==> src/rtl/fifo_pkg.sv <==
// fifo_pkg: definitions shared by the FIFO drain blocks.
//   drain_state_e : occupancy of the 2-entry drain buffer (EMPTY/ONE/TWO)
//   DEFAULT_WIDTH : default data word width, matching the upstream FIFO
package fifo_pkg;

  localparam int DEFAULT_WIDTH = 8;

  typedef enum logic [1:0] {
    EMPTY = 2'd0,
    ONE   = 2'd1,
    TWO   = 2'd2
  } drain_state_e;

endpackage

==> src/rtl/fifo_drain_skid.sv <==
// fifo_drain_skid: 2-entry in-order buffer between the FIFO and the consumer.
// Its occupancy is the drain FSM state. The head is a register, so the
// consumer never sees a combinational path from push_data.
//   clk, rst_n : clock and synchronous active-low reset
//   push       : capture push_data at this edge (not honoured when full)
//   push_data  : word to capture
//   pop        : consumer took the head at this edge (ignored when empty)
//   head       : oldest buffered word
//   count      : occupancy (EMPTY / ONE / TWO)
module fifo_drain_skid
  import fifo_pkg::*;
#(
  parameter int WIDTH = DEFAULT_WIDTH
) (
  input  logic             clk,
  input  logic             rst_n,
  input  logic             push,
  input  logic [WIDTH-1:0] push_data,
  input  logic             pop,
  output logic [WIDTH-1:0] head,
  output drain_state_e     count
);

  logic [WIDTH-1:0] tail;

  // NOTE: sequential state uses non-blocking assignments only, so every
  // register in this block reads the pre-edge value of every other one.
  always_ff @(posedge clk) begin
    if (!rst_n) begin
      count <= EMPTY;
      head  <= '0;
      // NOTE: the tail entry is reset as well; it is only two words, and
      // that keeps its contents deterministic after reset.
      tail  <= '0;
    end else begin
      case (count)
        EMPTY: begin
          if (push) begin
            head  <= push_data;
            count <= ONE;
          end
        end
        ONE: begin
          // A simultaneous push and pop replaces the head in place: the old
          // word leaves and the new one becomes the oldest.
          if (push && pop) begin
            head <= push_data;
          end else if (push) begin
            tail  <= push_data;
            count <= TWO;
          end else if (pop) begin
            count <= EMPTY;
          end
        end
        TWO: begin
          if (pop) begin
            head  <= tail;
            count <= ONE;
          end
        end
        default: count <= EMPTY;
      endcase
    end
  end

endmodule

==> src/rtl/fifo_drain.sv <==
// fifo_drain: pops words out of a FIFO whose empty flag is registered and
// presents them downstream on a valid/ready interface, in pop order.
// Optional feature macro: FIFO_DRAIN_CNT_EN adds the saturating drain_cnt.
//   clk, rst_n : clock and synchronous active-low reset
//   drain_en   : permits popping the FIFO
//   fifo_empty : FIFO empty flag
//   fifo_data  : FIFO read data, valid in a cycle where fifo_pop=1
//   fifo_pop   : pop request to the FIFO (combinational)
//   m_valid    : downstream word valid
//   m_ready    : downstream accepts the word
//   m_data     : downstream word (registered)
//   drain_cnt  : words delivered, saturating (FIFO_DRAIN_CNT_EN only)
module fifo_drain
  import fifo_pkg::*;
#(
  parameter int WIDTH = DEFAULT_WIDTH,
  parameter int CNT_W = 16
) (
  input  logic             clk,
  input  logic             rst_n,
  input  logic             drain_en,
  input  logic             fifo_empty,
  input  logic [WIDTH-1:0] fifo_data,
  output logic             fifo_pop,
  output logic             m_valid,
  input  logic             m_ready,
  output logic [WIDTH-1:0] m_data
`ifdef FIFO_DRAIN_CNT_EN
  ,
  output logic [CNT_W-1:0] drain_cnt
`endif
);

  drain_state_e state;
  logic         xfer;

  // Pop only when the buffer has room; gating with rst_n keeps the FIFO
  // untouched while reset is held.
  assign fifo_pop = drain_en & ~fifo_empty & (state != TWO) & rst_n;
  assign m_valid  = (state != EMPTY);
  assign xfer     = m_valid & m_ready;

  fifo_drain_skid #(
    .WIDTH(WIDTH)
  ) u_skid (
    .clk      (clk),
    .rst_n    (rst_n),
    .push     (fifo_pop),
    .push_data(fifo_data),
    .pop      (xfer),
    .head     (m_data),
    .count    (state)
  );

`ifdef FIFO_DRAIN_CNT_EN
  always_ff @(posedge clk) begin
    if (!rst_n) begin
      drain_cnt <= '0;
    end else if (xfer && (drain_cnt != {CNT_W{1'b1}})) begin
      drain_cnt <= drain_cnt + 1'b1;
    end
  end
`else
  // Counter absent; CNT_W is kept only so the parameter list is the same
  // in both builds.
  localparam int unused_cnt_w = CNT_W;
`endif

endmodule

==> config.mk <==
export PLATFORM = sky130hd
export DESIGN_NAME = fifo_drain
export DESIGN_NICKNAME = d
export VERILOG_FILES = /design/src/rtl/fifo_pkg.sv /design/src/rtl/fifo_drain_skid.sv /design/src/rtl/fifo_drain.sv
export SDC_FILE = /design/constraint.sdc
export NUM_CORES = 1
export LEC_CHECK = 0
export BUFFER_PORTS_ARGS = -buffer_cell sky130_fd_sc_hd__buf_4
export CORE_ASPECT_RATIO = 1.5
export CORE_UTILIZATION = 45
export DETAILED_ROUTE_END_ITERATION = 6
export GPL_ROUTABILITY_DRIVEN = 0
export PLACE_DENSITY = 0.72
export SLEW_MARGIN = 25
export SYNTH_ARGS = -nofsm -noshare
export SYNTH_HDL_FRONTEND = slang
export SYNTH_HIERARCHICAL = 1
export SYNTH_SLANG_ARGS = --single-unit
export TNS_END_PERCENT = 1
==> constraint.sdc <==
create_clock -name clk -period 1.55 [get_ports clk]
set_input_delay 0.31 -clock clk [delete_from_list [all_inputs] [get_ports clk]]
set_output_delay 0.31 -clock clk [all_outputs]
set_load 0.005 [all_outputs]
==> results of run 1 <==
-- stage by stage --
stage                     util, %  setup slack [ps]  hold slack (ps)  total power, mW  std cells
after floorplan                 -              8.72              427            0.576         84
after global placement       61.5              -106              472            0.648        131
after detailed placement     61.5              -152              485            0.652        131
after CTS                    65.8             -35.3              255            0.937        138
after global routing         66.8              -124              255            0.978        138
final                        66.8             -40.8              262            0.932        138
-- routing by layer --
metal	wire (um)	global-route usage (%)
met5	0	0
met4	16	10.7
met3	47	1.19
met2	1100	38.3
met1	780	23.5
-- flip-flops by register name, indices dropped and copies added, names as in the netlist --
signal	flops
u_skid/tail	8
u_skid/count	2
u_skid/head	8
-- power by group through the flow --
| stage | Sequential [mW] | Combinational, mW | Clock, mW |
|---|---|---|---|
| after floorplan | 0.498 | 0.0783 | 0 |
| after global placement | 0.497 | 0.152 | 0 |
| after detailed placement | 0.497 | 0.155 | 0 |
| after CTS | 0.487 | 0.162 | 0.289 |
| after global routing | 0.490 | 0.179 | 0.310 |
| final | 0.487 | 0.165 | 0.280 |
-- path summary, 6_finish.rpt --
path,from,end,slack (ps),cells after the start
worst max register to register,u_skid/count[0]$_SDFFE_PN0P_,u_skid/tail[7]$_SDFFE_PN0P_,-40,6
worst min-delay path,fifo_data[5],u_skid/tail[5]$_SDFFE_PN0P_,260,3
worst min register to register,u_skid/tail[2]$_SDFFE_PN0P_,u_skid/tail[2]$_SDFFE_PN0P_,500,2
worst max-delay path,u_skid/count[0]$_SDFFE_PN0P_,u_skid/tail[7]$_SDFFE_PN0P_,-40,6
-- cells by family (layout without fill, tap and decap cells) --
| family | after synthesis | after routing | share of synthesized area, % |
|---|---|---|---|
| AOI/OAI and AO/OA | 20 | 20 | 21.9 |
| muxes | 17 | 17 | 19.1 |
| DFF | 18 | 18 | 40.5 |
| and+or+nand+nor | 22 | 22 | 13.5 |
| buffers and inverters | 7 | 40 | 4.92 |
-- what timing repair did --
item,4_1_cts,5_1_grt
gates cloned,1,0
gates resized for setup,7,4
endpoints found under the setup margin,17,19
pin swaps,1,3
setup buffers,2,0
-- area by class of cell --
cell class                      instances  area [sq um]  share of cell area (%)
Timing Repair Buffer                   35           270                    21.8
Sequential cell                        18           365                    29.5
Inverter                                1          3.75                   0.303
Tap cell                               21          26.3                    2.12
Multi-Input combinational cell         59           537                    43.3
Clock buffer                            4          36.3                    2.93
-- tightest hold or removal path, cell delays in order --
cell and delay [ps]:
buf_4 80, mux2i_1 60, nor2_1 70
-- cells in the final DEF (no fill, tap or decap), drive strengths merged, types with 2 or more instances in the layout --
master and instances:
a211oi 16, clkbuf 4, nor2b 2, mux2i 17, dfxtp 18, nor2 10
nand2 2, buf 35, o21a 2, nand2b 2
==> out/results.ini, run 1 <==
[sta]
drv_slew = 0
hold_viol_final = 0
skew_ps = 5.30
setup_ws_ps = -40.8
layout_worst_path_cycle_share_pct = 103
fmax_mhz = 629
worst-slew-pin-transition_ps = 414
rsz0062_at_grt = yes
fin_tns_setup_ps = -373
slew_headroom_pct = 72.3
setup_viol = 14
min_period_ps = 1590

[synth]
ys_top_cells_by_area = dfxtp_1 41%, mux2i_1 19%, a211oi_2 11%
synth_top_area_share_pct = 40.5
synth_flop_cell = dfxtp_1
yosys_warnings = 6
yosysTopAreaCell = dfxtp_1
syn-num-nets = 97
synth_edf_count = 0
yosysMostFrequentCell = dfxtp_1
postSynth.asyncResetShare_pct = 0
ys_types = 22
synth.avg_cell_area_sq_um = 10.6
synth-seq-area-share_pct = 40.5
synth.cell_area_sq_um = 890
yosys_register_bits = 18
synthTopCellsByCount = 18 x dfxtp_1, 17 x mux2i_1, 10 x nor2_1, 8 x a211oi_1, 8 x a211oi_2
synth_cells = 84

[clock_network]
cts_hold_buf = 0
cts_buffers = 3
cts_sinks = 18
root_buffer = clkbuf_4
cts_tree = built
htreeDepth = 1
clk_latency_ps = 290
clk_path_buf_depth = 2
clkTransAtPathRegs_ps = 100

[worst_setup_path]
worst-setup-path-type = reg -> reg
critical_path_peak_fanout = 7
cp.arrival_ps = 1780
required_ps = 1740
cp_slowest_cell = dfxtp_2
path_delay_family = simple AND/OR/NAND/NOR gates
worst-path-buf-inv = 1
end_kind = flop
path_cells = or2_4 > and2_4 > nor4bb_4 > buf_4 > mux2i_1 > nor2_1
cpPeakStageDelay_ps = 350
crit_path_start_kind = flop

[drt]
drt_pass1_iterations = 4
avgRoutedWirePerCell_um = 14.1
viasPerCell = 5.46
final_antenna_net_count = 0
drtIter0Drc = 11
via_count = 754
drt-total-wl_mm = 1.94
drc = 0

[cells_and_area]
area_growth_pct = 39.2
fillers = 153
design_area_sq_um = 1240
drive_gt1_share_pct = 51.3
diodes = 0
final_nets = 131

[placed_design]
io_buffers = 22
placed_area_sq_um = 1140
post-dp-hpwl_mm = 1.36

[global_routing]
grt_start_max_net_pins = 17
antenna_found_initial = 0
grt_overflow = 0
grt_pass1_vias = 787
grtUsageTotal_pct = 21.3
grt_pass1_wl_mm = 3.29

[die]
ioPinCount = 23
dieArea_sq_um = 2160
start_util_pct = 48.0
die_y_um = 56.5
die_x_um = 38.3
num_rows = 19
core_area_sq_um = 1850

[pwr]
leakagePower_nw = 0.538
vdd_drop_max_v = 0.000690
clkPwrFrac_pct = 30.0
p_sw_share_pct = 23.5
intPower_mw = 0.713
p_sw_mw = 0.219
p_comb_share_pct = 17.7
power.density_nw_per_um2 = 753
p_seq_share_pct = 52.3

[run_status]
violations = setup timing
run_status = complete, but fails checks

[flow_run]
drv_cap = 0

[worst_hold_path]
hp-class = in -> reg

(Power assumes the default switching activity.)
==> inputs of run 2 (changes only) <==
REMOVE_ABC_BUFFERS = 1   (was not set)
==> run 2 against run 1 <==
Net effect: the flow still finishes with violations (setup timing); utilization increased by 2.6 points; first-iteration DRC count is the same; flip-flop and latch count unchanged; via count grew 3.4%; critical path type unchanged.
==> out/results.ini, run 2 (synthesis results as in run 1) <==
[die]
core_area_sq_um = 1850  ; unchanged
start_util_pct = 48.0  ; unchanged
die_x_um = 38.3  ; unchanged
ioPinCount = 23  ; unchanged
num_rows = 19  ; unchanged
dieArea_sq_um = 2160  ; unchanged
die_y_um = 56.5  ; unchanged

[global_routing]
grt_pass1_wl_mm = 3.43  ; was 3.29 mm
grtUsageTotal_pct = 22.5  ; was 21.3%
grt_overflow = 0  ; unchanged
grt_pass1_vias = 771  ; was 787
antenna_found_initial = 0  ; unchanged
grt_start_max_net_pins = 17  ; unchanged

[worst_setup_path]
worst-path-buf-inv = 1  ; unchanged
path_delay_family = simple AND/OR/NAND/NOR gates  ; unchanged
cp.arrival_ps = 1780  ; about the same
path_cells = or2_4 > and2_4 > nor4bb_4 > buf_4 > mux2i_1 > nor2_1  ; unchanged
crit_path_start_kind = flop  ; unchanged
worst-setup-path-type = reg -> reg  ; unchanged
cpPeakStageDelay_ps = 340  ; was 350 ps
cp_slowest_cell = dfxtp_2  ; unchanged
end_kind = flop  ; unchanged
critical_path_peak_fanout = 5  ; was 7
required_ps = 1740  ; about the same

[sta]
hold_viol_final = 0  ; unchanged
slew_headroom_pct = 83.2  ; was 72.3%
drv_slew = 0  ; unchanged
skew_ps = 0.589  ; was 5.30 ps
rsz0062_at_grt = yes  ; unchanged
fmax_mhz = 630  ; was 629 MHz
setup_viol = 15  ; was 14
setup_ws_ps = -36.6  ; was -40.8 ps
min_period_ps = 1590  ; about the same
layout_worst_path_cycle_share_pct = 102  ; was 103%
worst-slew-pin-transition_ps = 251  ; was 414 ps

[cells_and_area]
layout_common_cells = 37 x buf_4, 17 x mux2i_1, 16 x dfxtp_1  ; was 33 x buf_4, 17 x mux2i_1, 16 x dfxtp_1
layout_commonest_cell = buf_4  ; unchanged
area_growth_pct = 44.6  ; was 39.2%
drive_gt1_share_pct = 55.4  ; was 51.3%
largestRegisters = u_skid/head: 8 flops, u_skid/tail: 8 flops, u_skid/count: 2 flops  ; unchanged
instances_no_fill = 142  ; was 138
final_nets = 135  ; was 131
design_area_sq_um = 1290  ; was 1240 sq um
diodes = 0  ; unchanged

[pwr]
power_mw = 0.956  ; was 0.932 mW
leakagePower_nw = 0.565  ; was 0.538 nW
vdd_drop_max_v = 0.000542  ; was 0.000690 V
power.density_nw_per_um2 = 743  ; was 753 nW/um^2

[placed_design]
io_buffers = 22  ; unchanged
dp_slack_ps = -120  ; was -152 ps
post-dp-hpwl_mm = 1.47  ; was 1.36 mm
placed_area_sq_um = 1140  ; about the same
dp.cells = 134  ; was 131

[clock_network]
clk_path_buf_depth = 2  ; unchanged
clkTransAtPathRegs_ps = 100  ; about the same
cts_sinks = 18  ; unchanged
root_buffer = clkbuf_4  ; unchanged
cts_buffers = 3  ; unchanged
cts_tree = built  ; unchanged
clk_latency_ps = 290  ; about the same
htreeDepth = 1  ; unchanged

[drt]
drtIter0Drc = 11  ; unchanged
viasPerCell = 5.49  ; was 5.46
drt_pass1_iterations = 4  ; unchanged
via_count = 780  ; was 754
drc = 0  ; unchanged
final_antenna_net_count = 0  ; unchanged
drt-total-wl_mm = 2.12  ; was 1.94 mm
avgRoutedWirePerCell_um = 14.9  ; was 14.1 um

[run_status]
run_status = complete, but fails checks  ; unchanged
violations = setup timing  ; unchanged

[worst_hold_path]
hp-class = in -> reg  ; unchanged

[flow_run]
drv_cap = 0  ; unchanged

run 2: cell count changes in the layout (fill, tap and decap cells not counted), sizes merged:
cell,delta
buf,+4
run 2: repair_timing:
| action | in CTS | in global routing |
|---|---|---|
| endpoints found under the setup margin | 18 | 18 |
| pin swaps | 8 | 1 |
| cloned | 1 | 0 |
| hold buffers | 0 | 0 |
| gates resized for setup | 18 | 2 |
| setup buffers | 3 | 0 |
run 2: power breakdown:
part / leakage, nW / total (mW) / internal, mW / switching [mW]
Combinational: 0.397 / 0.179 / 0.103 / 0.0752
Clock: 0.0210 / 0.289 / 0.143 / 0.146
Sequential: 0.147 / 0.489 / 0.478 / 0.0107
Total: 0.565 / 0.956 / 0.725 / 0.231
run 2: layout make-up:
class                           instances  area [sq um]
Sequential cell                        18           363
Inverter                                1          3.75
Timing Repair Buffer                   39           300
Multi-Input combinational cell         59           557
Tap cell                               21          26.3
Fill cell                             169           568
Clock buffer                            4          36.3
run 2: routing by layer:
| metal | routed length, um | track usage [%] | vias up |
|---|---|---|---|
| li1 | - | - | 379 |
| met1 | 774 | 23.8 | 381 |
| met2 | 1270 | 42.4 | 18 |
| met3 | 56 | 1.19 | 2 |
| met4 | 19 | 9.18 | 0 |
| met5 | 0 | 0 | - |
run 2: per-stage QoR:
stage / utilization, % / hold slack [ps] / setup TNS, ps
floorplan: - / 427 / -12390
global placement: 61.7 / 471 / -680
detailed placement: 61.7 / 489 / -1500
CTS: 68.9 / 253 / -136
global route: 69.4 / 259 / -1430
finish: 69.4 / 260 / -234
run 2: worst reg2reg max path: stages (launching register included):
cell and delay (ps):
dfxtp_2 340, or2_4 240, and2_4 160, nor4bb_4 290
buf_4 200, mux2i_1 200, nor2_1 60
run 2: path summary, 6_finish.rpt:
| path | start | end | cells after the start | slack (ps) |
|---|---|---|---|---|
| max reg2reg | u_skid/count[1]$_SDFFE_PN0P_ | u_skid/tail[4]$_SDFFE_PN0P_ | 6 | -40 |
| max | u_skid/count[1]$_SDFFE_PN0P_ | u_skid/tail[4]$_SDFFE_PN0P_ | 6 | -40 |
| min reg2reg | u_skid/tail[5]$_SDFFE_PN0P_ | u_skid/tail[5]$_SDFFE_PN0P_ | 2 | 510 |
| min | fifo_data[2] | u_skid/tail[2]$_SDFFE_PN0P_ | 3 | 260 |
